===== config.mk =====
export PLATFORM = sky130hd
export DESIGN_NAME = cpu_core_p_flat
export DESIGN_NICKNAME = d
export VERILOG_FILES = /design/src/rtl/cpu_core_p_pkg.sv /design/src/rtl/cpu_core_p_if.sv /design/src/rtl/cpu_core_p_alu.sv /design/src/rtl/cpu_core_p.sv /design/src/flat_wrapper.sv
export SDC_FILE = /design/constraint.sdc
export NUM_CORES = 1
export LEC_CHECK = 0
export CORE_MARGIN = 10
export CORE_UTILIZATION = 30
export DETAILED_ROUTE_END_ITERATION = 16
export GPL_ROUTABILITY_DRIVEN = 1
export PLACE_DENSITY = 0.56
export RECOVER_POWER = 25
export SETUP_SLACK_MARGIN = 0.05
export SLEW_MARGIN = 10
export SYNTH_ARGS = -nofsm -noshare
export SYNTH_HDL_FRONTEND = slang
export SYNTH_HIERARCHICAL = 1
export SYNTH_SLANG_ARGS = --single-unit

===== constraint.sdc =====
create_clock -name clk -period 11 [get_ports clk]
set_input_delay 2.2 -clock clk [delete_from_list [all_inputs] [get_ports clk]]
set_output_delay 2.2 -clock clk [all_outputs]
set_load 0.05 [all_outputs]

===== src/rtl/cpu_core_p_pkg.sv =====
// rtl/cpu_core_p_pkg.sv - shared opcodes, sequencer states and instruction field offsets
package cpu_pkg;

  localparam int OPCODE_W = 4;

  typedef enum logic [3:0] {
    OP_NOP  = 4'd0,
    OP_ADD  = 4'd1,
    OP_SUB  = 4'd2,
    OP_AND  = 4'd3,
    OP_OR   = 4'd4,
    OP_XOR  = 4'd5,
    OP_SHL  = 4'd6,
    OP_SHR  = 4'd7,
    OP_JMP  = 4'd8,
    OP_BEQZ = 4'd9,
    OP_HALT = 4'd15
  } opcode_t;

  typedef enum logic [2:0] {
    S_FETCH,
    S_DECODE,
    S_RD1,
    S_RD2,
    S_EXEC,
    S_WB,
    S_HALT
  } state_t;

  // Instruction layout, MSB to LSB: opcode, dst, src2, src1.
  function automatic int instr_width(input int addr_w);
    return OPCODE_W + 3 * addr_w;
  endfunction

  function automatic int opcode_lsb(input int addr_w);
    return 3 * addr_w;
  endfunction

  function automatic int dst_lsb(input int addr_w);
    return 2 * addr_w;
  endfunction

  function automatic int src2_lsb(input int addr_w);
    return addr_w;
  endfunction

  function automatic logic is_alu_op(input logic [3:0] op);
    return (op >= 4'd1) && (op <= 4'd7);
  endfunction

endpackage


===== src/rtl/cpu_core_p_if.sv =====
// rtl/cpu_core_p_if.sv - fetch and data-memory req/ack channels of the sequencer
interface cpu_core_p_if #(
  parameter int DATA_W = 16,
  parameter int ADDR_W = 4,
  parameter int PC_W   = 4
);
  localparam int INSTR_W = 4 + 3 * ADDR_W;

  logic               cmd_req;
  logic [PC_W-1:0]    cmd_addr;
  logic               cmd_ack;
  logic [INSTR_W-1:0] cmd_rdata;

  logic               dmem_req;
  logic               dmem_we;
  logic [ADDR_W-1:0]  dmem_addr;
  logic [DATA_W-1:0]  dmem_wdata;
  logic               dmem_ack;
  logic [DATA_W-1:0]  dmem_rdata;

  modport master (
    output cmd_req, cmd_addr,
    input  cmd_ack, cmd_rdata,
    output dmem_req, dmem_we, dmem_addr, dmem_wdata,
    input  dmem_ack, dmem_rdata
  );

  modport slave (
    input  cmd_req, cmd_addr,
    output cmd_ack, cmd_rdata,
    input  dmem_req, dmem_we, dmem_addr, dmem_wdata,
    output dmem_ack, dmem_rdata
  );
endinterface


===== src/rtl/cpu_core_p_alu.sv =====
// rtl/cpu_core_p_alu.sv - registered ALU; result and zero flag update only when en is high
module cpu_alu_p
  import cpu_pkg::*;
#(
  parameter int DATA_W = 16
) (
  input  logic              clk,
  input  logic              rst,
  input  opcode_t           op,
  input  logic [DATA_W-1:0] a,
  input  logic [DATA_W-1:0] b,
  input  logic              en,
  output logic [DATA_W-1:0] y,
  output logic              zero
);

  logic [DATA_W-1:0] res;
  logic [DATA_W-1:0] y_q, y_d;
  logic              zero_q, zero_d;

  always_comb begin
    res = '0;
    case (op)
      OP_ADD:  res = a + b;
      OP_SUB:  res = a - b;
      OP_AND:  res = a & b;
      OP_OR:   res = a | b;
      OP_XOR:  res = a ^ b;
      OP_SHL:  res = a << b[3:0];
      OP_SHR:  res = a >> b[3:0];
      default: res = '0;
    endcase
    y_d    = y_q;
    zero_d = zero_q;
    if (en) begin
      y_d    = res;
      zero_d = (res == '0);
    end
  end

  always_ff @(posedge clk) begin
    if (rst) begin
      y_q    <= '0;
      zero_q <= 1'b0;
    end else begin
      y_q    <= y_d;
      zero_q <= zero_d;
    end
  end

  assign y    = y_q;
  assign zero = zero_q;

endmodule


===== src/rtl/cpu_core_p.sv =====
// rtl/cpu_core_p.sv - multi-cycle fetch/read/execute/writeback sequencer with req/ack memories
module cpu_core_p
  import cpu_pkg::*;
#(
  parameter int DATA_W = 16,
  parameter int ADDR_W = 4,
  parameter int PC_W   = 4
) (
  input  logic            clk,
  input  logic            rst,
  cpu_core_p_if.master    bus,
  output logic [PC_W-1:0] pc,
  output logic            halted,
  output logic            zero_flag
);

  localparam int INSTR_W  = instr_width(ADDR_W);
  localparam int OP_LSB   = opcode_lsb(ADDR_W);
  localparam int DST_LSB  = dst_lsb(ADDR_W);
  localparam int SRC2_LSB = src2_lsb(ADDR_W);

  state_t             state_q, state_d;
  logic [PC_W-1:0]    pc_q, pc_d;
  logic [INSTR_W-1:0] instr_q, instr_d;
  logic [DATA_W-1:0]  op1_q, op1_d;
  logic [DATA_W-1:0]  op2_q, op2_d;
  logic               cmd_req_q, cmd_req_d;
  logic               dmem_req_q, dmem_req_d;

  logic [3:0]         opcode;
  logic [ADDR_W-1:0]  dst, src2, src1;
  logic               cmd_done, dmem_done;
  logic [DATA_W-1:0]  alu_y;
  logic               alu_zero;
  logic [ADDR_W-1:0]  dmem_addr;

  assign opcode = instr_q[OP_LSB +: OPCODE_W];
  assign dst    = instr_q[DST_LSB +: ADDR_W];
  assign src2   = instr_q[SRC2_LSB +: ADDR_W];
  assign src1   = instr_q[0 +: ADDR_W];

  // Acks only count against a request we are actually holding.
  assign cmd_done  = cmd_req_q & bus.cmd_ack;
  assign dmem_done = dmem_req_q & bus.dmem_ack;

  always_comb begin
    state_d = state_q;
    pc_d    = pc_q;
    instr_d = instr_q;
    op1_d   = op1_q;
    op2_d   = op2_q;
    case (state_q)
      S_FETCH: begin
        if (cmd_done) begin
          instr_d = bus.cmd_rdata;
          state_d = S_DECODE;
        end
      end
      S_DECODE: begin
        if (opcode == OP_HALT) begin
          state_d = S_HALT;
        end else if (opcode == OP_JMP) begin
          pc_d    = PC_W'({dst, src2, src1});
          state_d = S_FETCH;
        end else if ((opcode == OP_BEQZ) || is_alu_op(opcode)) begin
          state_d = S_RD1;
        end else begin
          pc_d    = pc_q + 1'b1;
          state_d = S_FETCH;
        end
      end
      S_RD1: begin
        if (dmem_done) begin
          op1_d = bus.dmem_rdata;
          if (opcode == OP_BEQZ) begin
            pc_d    = (bus.dmem_rdata == '0) ? PC_W'(dst) : pc_q + 1'b1;
            state_d = S_FETCH;
          end else begin
            state_d = S_RD2;
          end
        end
      end
      S_RD2: begin
        if (dmem_done) begin
          op2_d   = bus.dmem_rdata;
          state_d = S_EXEC;
        end
      end
      S_EXEC: state_d = S_WB;
      S_WB: begin
        if (dmem_done) begin
          pc_d    = pc_q + 1'b1;
          state_d = S_FETCH;
        end
      end
      S_HALT:  state_d = S_HALT;
      default: state_d = S_FETCH;
    endcase

    // Requests follow the next state but drop for one cycle after an ack,
    // which gives the idle gap between the back-to-back RD1/RD2 reads.
    cmd_req_d  = (state_d == S_FETCH) && !cmd_done;
    dmem_req_d = (state_d inside {S_RD1, S_RD2, S_WB}) && !dmem_done;
  end

  always_ff @(posedge clk) begin
    if (rst) begin
      state_q    <= S_FETCH;
      pc_q       <= '0;
      instr_q    <= '0;
      op1_q      <= '0;
      op2_q      <= '0;
      cmd_req_q  <= 1'b0;
      dmem_req_q <= 1'b0;
    end else begin
      state_q    <= state_d;
      pc_q       <= pc_d;
      instr_q    <= instr_d;
      op1_q      <= op1_d;
      op2_q      <= op2_d;
      cmd_req_q  <= cmd_req_d;
      dmem_req_q <= dmem_req_d;
    end
  end

  cpu_alu_p #(.DATA_W(DATA_W)) u_alu (
    .clk  (clk),
    .rst  (rst),
    .op   (opcode_t'(opcode)),
    .a    (op1_q),
    .b    (op2_q),
    .en   (state_q == S_EXEC),
    .y    (alu_y),
    .zero (alu_zero)
  );

  always_comb begin
    dmem_addr = '0;
    case (state_q)
      S_RD1:   dmem_addr = src1;
      S_RD2:   dmem_addr = src2;
      S_WB:    dmem_addr = dst;
      default: dmem_addr = '0;
    endcase
  end

  assign bus.cmd_req    = cmd_req_q;
  assign bus.cmd_addr   = pc_q;
  assign bus.dmem_req   = dmem_req_q;
  assign bus.dmem_we    = (state_q == S_WB);
  assign bus.dmem_addr  = dmem_addr;
  assign bus.dmem_wdata = (state_q == S_WB) ? alu_y : '0;

  assign pc        = pc_q;
  assign halted    = (state_q == S_HALT);
  assign zero_flag = alu_zero;

endmodule


===== src/flat_wrapper.sv =====
// flat-port wrapper written by rule: the top's interface ports become plain ports
module cpu_core_p_flat import cpu_pkg::*;
#(
  parameter int DATA_W = 16,
  parameter int ADDR_W = 4,
  parameter int PC_W   = 4
)
  (clk, rst, pc, halted, zero_flag, bus_cmd_req, bus_cmd_addr, bus_cmd_ack, bus_cmd_rdata, bus_dmem_req, bus_dmem_we, bus_dmem_addr, bus_dmem_wdata, bus_dmem_ack, bus_dmem_rdata);
  cpu_core_p_if #(.DATA_W(DATA_W), .ADDR_W(ADDR_W), .PC_W(PC_W)) bus_i ();
  input  logic clk;
  input  logic rst;
  output logic [PC_W-1:0] pc;
  output logic halted;
  output logic zero_flag;
  output wire logic [$bits(bus_i.cmd_req)-1:0] bus_cmd_req;
  output wire logic [$bits(bus_i.cmd_addr)-1:0] bus_cmd_addr;
  input wire logic [$bits(bus_i.cmd_ack)-1:0] bus_cmd_ack;
  input wire logic [$bits(bus_i.cmd_rdata)-1:0] bus_cmd_rdata;
  output wire logic [$bits(bus_i.dmem_req)-1:0] bus_dmem_req;
  output wire logic [$bits(bus_i.dmem_we)-1:0] bus_dmem_we;
  output wire logic [$bits(bus_i.dmem_addr)-1:0] bus_dmem_addr;
  output wire logic [$bits(bus_i.dmem_wdata)-1:0] bus_dmem_wdata;
  input wire logic [$bits(bus_i.dmem_ack)-1:0] bus_dmem_ack;
  input wire logic [$bits(bus_i.dmem_rdata)-1:0] bus_dmem_rdata;
  assign bus_cmd_req = bus_i.cmd_req;
  assign bus_cmd_addr = bus_i.cmd_addr;
  assign bus_i.cmd_ack = bus_cmd_ack;
  assign bus_i.cmd_rdata = bus_cmd_rdata;
  assign bus_dmem_req = bus_i.dmem_req;
  assign bus_dmem_we = bus_i.dmem_we;
  assign bus_dmem_addr = bus_i.dmem_addr;
  assign bus_dmem_wdata = bus_i.dmem_wdata;
  assign bus_i.dmem_ack = bus_dmem_ack;
  assign bus_i.dmem_rdata = bus_dmem_rdata;
  cpu_core_p #(.DATA_W(DATA_W), .ADDR_W(ADDR_W), .PC_W(PC_W)) u_core (.clk(clk), .rst(rst), .bus(bus_i), .pc(pc), .halted(halted), .zero_flag(zero_flag));
endmodule

Word level (Yosys, flattened, before mapping)
Index checks and enable logic that the tools add are counted.

storage, ports and cells
  bits of input ports = 36
  bits in latches = 0
  register bits after elaboration = 74
  output and inout bits = 33
  ROM bits = 0
  memories = 0
  word-level logic and storage cells = 81
  bits in writable memories = 0

operators by class
  order comparisons = 2
  $mul = 0
  bitwise gates (word level) = 5
  eq/ne operators = 24
  mux-type cells = 20
  reductions and logical operators = 16
  shift-type cells = 2
  div/mod/pow operators = 0
  add/subtract/negate cells = 3

operators with widths
  operator            number
  $pmux 16 s7         1
  $logic_not 16->1    2
  $mux 4              7
  $pmux 4 s3          2
  $pmux 3 s7          1
  $mux 3              6
  $add 16x16->16      1
  $and 16x16->16      1
  $eq 4x3->1 const B  4
  $mux 16             1
  $or 16x16->16       1
  $shl 16x4->16       1
  $shr 16x4->16       1
  $sub 16x16->16      1
  $xor 16x16->16      1
  $eq 3x2->1 const B  4
  $eq 3x3->1 const B  4
  $eq 4x4->1 const B  3
  $eq 4x2->1 const B  2
  $logic_not 3->1     2
  $ne 2x1->1 const B  3
  $reduce_and 2->1    3
  $reduce_and 6->1    1
  $reduce_bool 3->1   2
  other kinds (12)    17

Depth between registers and ports, before layout
Gate-level depths: netlist of run 1.

  depth in word-level cells = 10
  gate-level depth with buffers = 19
  gate-level depth less buffers = 16

Modules after synthesis
Netlist of run 1, hierarchy kept.

by module, submodules not included
  module      cells an instance  seq. area each (µm²)  area each (µm²)  instances
  cpu_alu_p   557                340.3                 4,230.3          1
  cpu_core_p  336                1,141.1               2,641.3          1

Worst setup path before layout of run 1
No wires, ideal clock.

  path type = reg-to-output
  from = reg u_core.state_q[0]
  to = out bus_dmem_wdata[10]
  arrival time = 2.080 ns
  stages on the path, launching flop included = 6
  path slack = 6.720 ns
  path buffers = 3
  required time = 8.800 ns
  path through = dfxtp_1 buf_2 and3b_1 clkbuf_1 clkbuf_1 and2_1

between the ends
  cells in the longest elaborated chain, start to end = 2

RTL lines
  what                    line                source
  start, declared         cpu_core_p.sv:22    state_t state_q, state_d;
  start signal, assigned  cpu_core_p.sv:116   state_q <= state_d;
  $eq 3x3->1              -
  via bus_dmem_we         flat_wrapper.sv:20  output wire logic [$bits(bus_i.dmem_we)-1:0] bus_dmem_we;
  $mux 16                 cpu_core_p.sv:152   assign bus.dmem_wdata = (state_q == S_WB) ? alu_y : '0;
  end, declared           flat_wrapper.sv:22  output wire logic [$bits(bus_i.dmem_wdata)-1:0] bus_dmem_wdata;

The timed path passes the listed nets, and every way through them passes these cells.

Worst setup path in the final report of run 1
  from = reg u_core.state_q[0]
  to = out bus_dmem_wdata[2]

between the ends
  cells in the longest elaborated chain, start to end = 2

RTL lines
  what        line
  $eq 3x3->1  cpu_core_p.sv:152
  $mux 16     cpu_core_p.sv:152

No other way between the ends.

==> impl_metrics.py, run 1 <==
metrics = {
    "outcome": {
        "outcome": "completed",
    },
    "final_layout": {
        "seq_area_um2": 1480,
        "diodes": 0,
        "final_common_cell": "nand2_1",
        "drive_gt1_share_pct": 7.76,
        "area_delta_synth_final_pct": 15.8,
        "nets": 1010,
        "nFillCells": 2440,
        "final_util_pct": 35.2,
        "final_cell_mix": "nand2_1 (152), a21oi_1 (84), nor2_1 (79)",
        "multi_input_area_um2": 4930,
    },
    "grt": {
        "antenna_found_initial": 0,
        "overflow": 0,
        "grt_util_all_layers_pct": 16.3,
        "grt_pass1_wl_mm": 37.7,
        "grt_max_degree": 75,
        "grt_pass1_vias": 6439,
    },
    "floorplanning": {
        "io_pins": 69,
        "die_h_um": 171,
        "start_util_pct": 30.4,
        "die_x_um": 171,
        "core_area_um2": 22600,
        "dieArea_um2": 29400,
        "core.rowCount": 55,
    },
    "timing": {
        "slew_headroom_pct": 12.6,
        "period_share_pct": 46.5,
        "rsz0062_at_grt": "false",
        "finalSetupViolCount": 0,
        "hold_viol": 0,
        "min_period_ps": 5120,
        "tns_ps": 0,
        "final_max_slew_viol_count": 0,
        "clock.fmax_mhz": 195,
        "worst_slew_pin_slew_ps": 1310,
        "fin_skew_ps": 10.0,
    },
    "critical_path": {
        "cp_top_family": "simple AND/OR/NAND/NOR gates",
        "cp-start-kind": "register",
        "path_class": "reg2out",
        "crit_chain": "and3b_1 -> and2_1 -> clkdlybuf4s50_1",
        "r2r_end": "u_core/u_alu/zero$_SDFFE_PP0P_",
        "cp_max_fo": 20,
        "cp-end-kind": "output pin",
        "worst-path-buf-inv": 1,
        "r2r_slack_ps": 6540,
        "crit_required_ps": 8800,
        "critPathArrivalTime_ps": 2920,
        "critical_path.max_stage_delay_ps": 810,
        "endpoint": "bus_dmem_wdata[2]",
        "crit_path_top_delay_cell": "dfxtp_1",
        "ff2ff_path_depth": 14,
        "cp-startpoint": "u_core/state_q[0]$_SDFF_PP0_",
        "r2r-start": "u_core/instr_q[13]$_SDFFE_PP0P_",
        "cp.depth": 3,
    },
    "clock_network": {
        "cts-resized-gates": 0,
        "clkTransAtPathRegs_ps": 60,
        "numCtsBuffers": 9,
        "cts_setup_buffers": 0,
        "cts-root-buf": "clkbuf_16",
        "clock_sinks": 74,
        "cts_tree": "built",
        "holdBufCountCts": 0,
        "clock_path_buffers": 2,
        "clk_latency_ps": 350,
        "h-tree-depth": 3,
    },
    "run": {
        "cap_viol_max_count": 0,
    },
    "route": {
        "viasPerCell": 5.54,
        "drcViolationCount": 0,
        "ant_nets": 0,
        "vias": 6721,
        "first_pass_iters": 5,
        "wl_per_cell_um": 19.7,
        "drt_iter0_drc": 683,
        "routed_wl_mm": 23.9,
    },
    "logic_synthesis": {
        "synth_top_cell_area_share_pct": 21.6,
        "synth-main-ff-cell": "dfxtp_1",
        "synth_area_leaders": "dfxtp_1 (22%), ha_1 (9.1%), nand2_1 (8.3%), a21oi_1 (6.1%), mux2i_1 (5.7%)",
        "synth_edf_count": 0,
        "ys_async_sr_fraction_pct": 0,
        "yosysTopAreaCell": "dfxtp_1",
        "syn_area_per_cell_um2": 7.69,
        "netlist_instances": 893,
        "syn_nets": 980,
        "synth_cell_types": 84,
        "yosysWarnings": 6,
        "netlist_area_um2": 6870,
        "ys_ff_latch": 74,
        "yosysSeqAreaShare_pct": 21.6,
    },
    "pwr": {
        "ir_drop_uv": 59.3,
        "p_leak_nw": 2.82,
        "power_density_nw_per_um2": 81.9,
    },
    "placed_design": {
        "gp_congestion": 0.947,
        "dp_hpwl_mm": 17.9,
        "io_buffers": 68,
    },
    "worst_hold_path": {
        "hp-class": "reg2reg",
    },
}
==> how the worst min path moves through the flow <==
stage | start | endpoint | slack, ps | cells after the start
finish | u_core/instr_q[4]$_SDFFE_PP0P_ | u_core/instr_q[4]$_SDFFE_PP0P_ | 460 | 2
global route | u_core/instr_q[7]$_SDFFE_PP0P_ | u_core/instr_q[7]$_SDFFE_PP0P_ | 490 | 2
CTS | u_core/instr_q[5]$_SDFFE_PP0P_ | u_core/instr_q[5]$_SDFFE_PP0P_ | 460 | 2
detailed placement | u_core/instr_q[5]$_SDFFE_PP0P_ | u_core/instr_q[5]$_SDFFE_PP0P_ | 450 | 2
global placement | u_core/instr_q[5]$_SDFFE_PP0P_ | u_core/instr_q[5]$_SDFFE_PP0P_ | 450 | 2
floorplan | u_core/instr_q[4]$_SDFFE_PP0P_ | u_core/instr_q[4]$_SDFFE_PP0P_ | 440 | 2
==> flip-flops by register name (all words and copies together), names as in the netlist <==
name / count
u_core/u_alu/y: 16
u_core/instr_q: 16
u_core/bus.dmem_req: 1
u_core/bus.cmd_req: 1
u_core/op2_q: 16
u_core/op1_q: 16
u_core/u_alu/zero: 1
u_core/bus.cmd_addr: 4
u_core/state_q: 3
==> area by class of cell <==
type | count | share of cell area, %
Tap cell | 285 | 4.48
Inverter | 40 | 1.89
Clock buffer | 10 | 2.88
Sequential cell | 74 | 18.6
Multi-Input combinational cell | 721 | 61.9
Clock inverter | 6 | 0.818
Timing Repair Buffer | 77 | 9.34
==> metal layers <==
layer | track usage [%] | routed length, µm
met5 | 0 | 0
met1 | 21.9 | 10900
met2 | 25.0 | 10400
met3 | 3.99 | 1820
met4 | 5.48 | 769
==> Yosys cell counts, types with 5 or more instances <==
master / count
inv_1: 38
mux2_2: 5
buf_2: 13
nand2_1: 152
o221ai_1: 5
xnor2_1: 19
nor3_1: 16
nor2_1: 79
dfxtp_1: 74
mux2_1: 5
nand2b_1: 6
a31oi_1: 15
mux2i_1: 39
a21oi_1: 84
a211oi_1: 10
o211ai_1: 6
nor4_1: 7
a21o_1: 8
xor2_1: 5
o21ai_0: 29
and3_1: 8
clkbuf_1: 29
a22o_1: 9
ha_1: 50
nand3_1: 19
mux4_2: 12
o22ai_1: 6
and2_1: 19
nor2b_1: 8
buf_4: 7
buf_6: 7
nand3b_1: 6
a22oi_1: 5
==> per-stage QoR <==
step / power, mW / cell area (µm²) / std cells / hold WS (ps) / worst slack [ps]
6_report: 0.651 / 7950 / 1213 / 456 / 5880
5_1_grt: 0.677 / 7950 / 1213 / 490 / 5620
4_1_cts: 0.660 / 7960 / 1213 / 457 / 5820
3_5_place_dp: 0.363 / 7670 / 1197 / 448 / 6210
3_3_place_gp: 0.364 / 7670 / 1197 / 448 / 6270
2_1_floorplan: 0.332 / 6870 / 893 / 436 / 6720
==> report_power, final <==
group,total [mW],switching [mW],internal [mW]
sequential,0.283,0.00892,0.274
clock,0.294,0.118,0.176
combinational,0.0747,0.0456,0.0291
total,0.651,0.172,0.479
==> cell families after synthesis <==
group,synth area share [%]
flops,21.6
mux,12.0
buf+inv,6.90
fa+ha+maj,9.40
compound gates,21.2
simple gates,25.9
xor+xnor,3.06
==> worst reg2reg max path: stages (launching register included) <==
cell       delay [ps]
dfxtp_1           890
nor2b_1           330
nand2_1           240
o21ai_0           560
inv_1             110
ha_1              320
nor2b_1           160
o2111ai_1         180
a211o_1           370
a21boi_0          180
o2111ai_1         250
nor4_1            360
nand4_1           140
nor4_2            150
a31o_1            160
Power figures use the tool's default switching activity.
==> run 2, diff against run 1 <==
Clock period 11 ns to 5.14 ns, I/O delays scaled along.
==> run 2 against run 1 <==
Compared with the run above:
- worst hold slack about the same
- sequential power increased by 110%
- clock skew about the same
- critical path depth up 10
- core utilization up 0.27 points
- clock power rose by 130%
==> impl_metrics.py, run 2 (synthesis gave the netlist of run 1 again) <==
metrics = {
    "final_layout": {
        "final_common_cell": "nand2_1",
        "diodes": 0,
        "drive_gt1_share_pct": 8.25,
        "multi_input_area_um2": 4920,
        "seq_area_um2": 1480,
        "nFillCells": 2398,
        "final_cell_mix": "nand2_1 (152), a21oi_1 (84), nor2_1 (79)",
        "postLayoutCellArea_um2": 8020,
        "nets": 1016,
        "area_delta_synth_final_pct": 16.6,
    },
    "placed_design": {
        "dp_hpwl_mm": 18.6,
        "place_area_um2": 7710,
        "io_buffers": 68,
        "gp_congestion": 1.00,
    },
    "route": {
        "ant_nets": 0,
        "drcViolationCount": 0,
        "first_pass_iters": 5,
        "routed_wl_mm": 24.4,
        "drt_iter0_drc": 643,
        "viasPerCell": 5.63,
        "wl_per_cell_um": 20.0,
        "vias": 6860,
    },
    "clock_network": {
        "clock_path_buffers": 2,
        "cts-root-buf": "clkbuf_16",
        "clkTransAtPathRegs_ps": 60,
        "clk_latency_ps": 340,
        "cts_setup_buffers": 0,
        "cts-resized-gates": 0,
        "clock_sinks": 74,
        "holdBufCountCts": 0,
        "cts_tree": "built",
        "numCtsBuffers": 9,
        "h-tree-depth": 3,
    },
    "timing": {
        "worst_slew_pin_slew_ps": 1280,
        "hold_viol": 0,
        "tns_ps": 0,
        "clock.fmax_mhz": 252,
        "period_share_pct": 77.1,
        "finalSetupViolCount": 0,
        "final_max_slew_viol_count": 0,
        "min_period_ps": 3960,
        "fin_skew_ps": 10.4,
        "slew_headroom_pct": 14.2,
        "rsz0062_at_grt": "false",
    },
    "floorplanning": {
        "core_area_um2": 22600,
        "core.rowCount": 55,
        "die_h_um": 171,
        "die_x_um": 171,
        "io_pins": 69,
        "start_util_pct": 30.4,
        "dieArea_um2": 29400,
    },
    "critical_path": {
        "cp-start-kind": "register",
        "r2r-start": "u_core/instr_q[15]$_SDFFE_PP0P_",
        "critPathArrivalTime_ps": 4250,
        "r2r_end": "u_core/u_alu/zero$_SDFFE_PP0P_",
        "r2r_slack_ps": 1180,
        "cp-end-kind": "register",
        "ff2ff_path_depth": 13,
        "path_class": "reg2reg",
        "crit_required_ps": 5430,
        "cp_max_fo": 6,
    },
    "run": {
        "cap_viol_max_count": 0,
    },
    "pwr": {
        "p_leak_nw": 2.85,
        "ir_drop_uv": 147,
        "power_density_nw_per_um2": 181,
    },
    "grt": {
        "overflow": 0,
        "grt_pass1_wl_mm": 37.8,
        "antenna_found_initial": 0,
        "grt_max_degree": 61,
        "grt_util_all_layers_pct": 16.5,
        "grt_pass1_vias": 6553,
    },
    "worst_hold_path": {
        "hold_end": "u_core/instr_q[5]$_SDFFE_PP0P_",
        "holdPathStages": 2,
        "worstHoldStart": "u_core/instr_q[5]$_SDFFE_PP0P_",
        "hp-class": "reg2reg",
    },
    "outcome": {
        "outcome": "completed",
    },
}
==> run 2: worst max path at each step <==
stage | end | startpoint | cells after the start | slack (ps)
final | u_core/u_alu/zero$_SDFFE_PP0P_ | u_core/instr_q[15]$_SDFFE_PP0P_ | 13 | 1180
after floorplan | u_core/u_alu/y[14]$_SDFFE_PP0P_ | u_core/instr_q[13]$_SDFFE_PP0P_ | 15 | 1600
after detailed placement | u_core/u_alu/zero$_SDFFE_PP0P_ | u_core/op2_q[2]$_SDFFE_PP0P_ | 14 | 1270
after CTS | bus_dmem_wdata[8] | u_core/state_q[0]$_SDFF_PP0_ | 3 | 1150
after global routing | u_core/u_alu/zero$_SDFFE_PP0P_ | u_core/instr_q[15]$_SDFFE_PP0P_ | 14 | 820
after global placement | u_core/u_alu/zero$_SDFFE_PP0P_ | u_core/op2_q[0]$_SDFFE_PP0P_ | 15 | 1210
==> run 2: area by class of cell <==
| cell class | instances | share of cell area, % |
|---|---|---|
| Multi-Input combinational cell | 721 | 61.4 |
| Timing Repair Buffer | 83 | 9.83 |
| Sequential cell | 74 | 18.5 |
| Tap cell | 285 | 4.45 |
| Inverter | 40 | 1.87 |
| Clock inverter | 6 | 1.12 |
| Clock buffer | 9 | 2.81 |
==> run 2: report_power, final <==
| group | switching, mW | internal, mW | leakage (nW) |
|---|---|---|---|
| sequential | 0.0135 | 0.586 | 0.598 |
| combinational | 0.103 | 0.0636 | 2.10 |
| clock | 0.260 | 0.424 | 0.152 |
| total | 0.376 | 1.07 | 2.85 |
==> run 2: worst max-delay path: stages (launching register included) <==
cell      delay [ps]
dfxtp_1          310
nor2_1           390
nand2_1          280
o21ai_0          540
fa_1             340
xor2_1           240
o21ai_1           90
a221oi_1         360
o31ai_1          160
or3_1            430
nor4_2           290
nand4_1          140
nor4_2           160
a31o_1           160
==> run 2: stage by stage <==
stage / cells / setup slack, ps / hold WS (ps) / total power [mW] / util (%)
3_5_place_dp: 1203 / 1270 / 450 / 0.778 / 34.1
5_1_grt: 1218 / 820 / 489 / 1.50 / 35.5
6_report: 1218 / 1180 / 457 / 1.45 / 35.5
2_1_floorplan: 893 / 1600 / 436 / 0.710 / -
4_1_cts: 1218 / 1150 / 458 / 1.46 / 35.5
3_3_place_gp: 1203 / 1210 / 449 / 0.778 / 34.1
==> run 2: layer usage <==
layer | wire length [µm] | GRT usage [%] | vias up
met1 | 11200 | 22.0 | 3280
met5 | 0 | 0 | -
met4 | 835 | 6.54 | 0
met3 | 1490 | 2.80 | 47
li1 | - | - | 3264
met2 | 10800 | 25.8 | 269
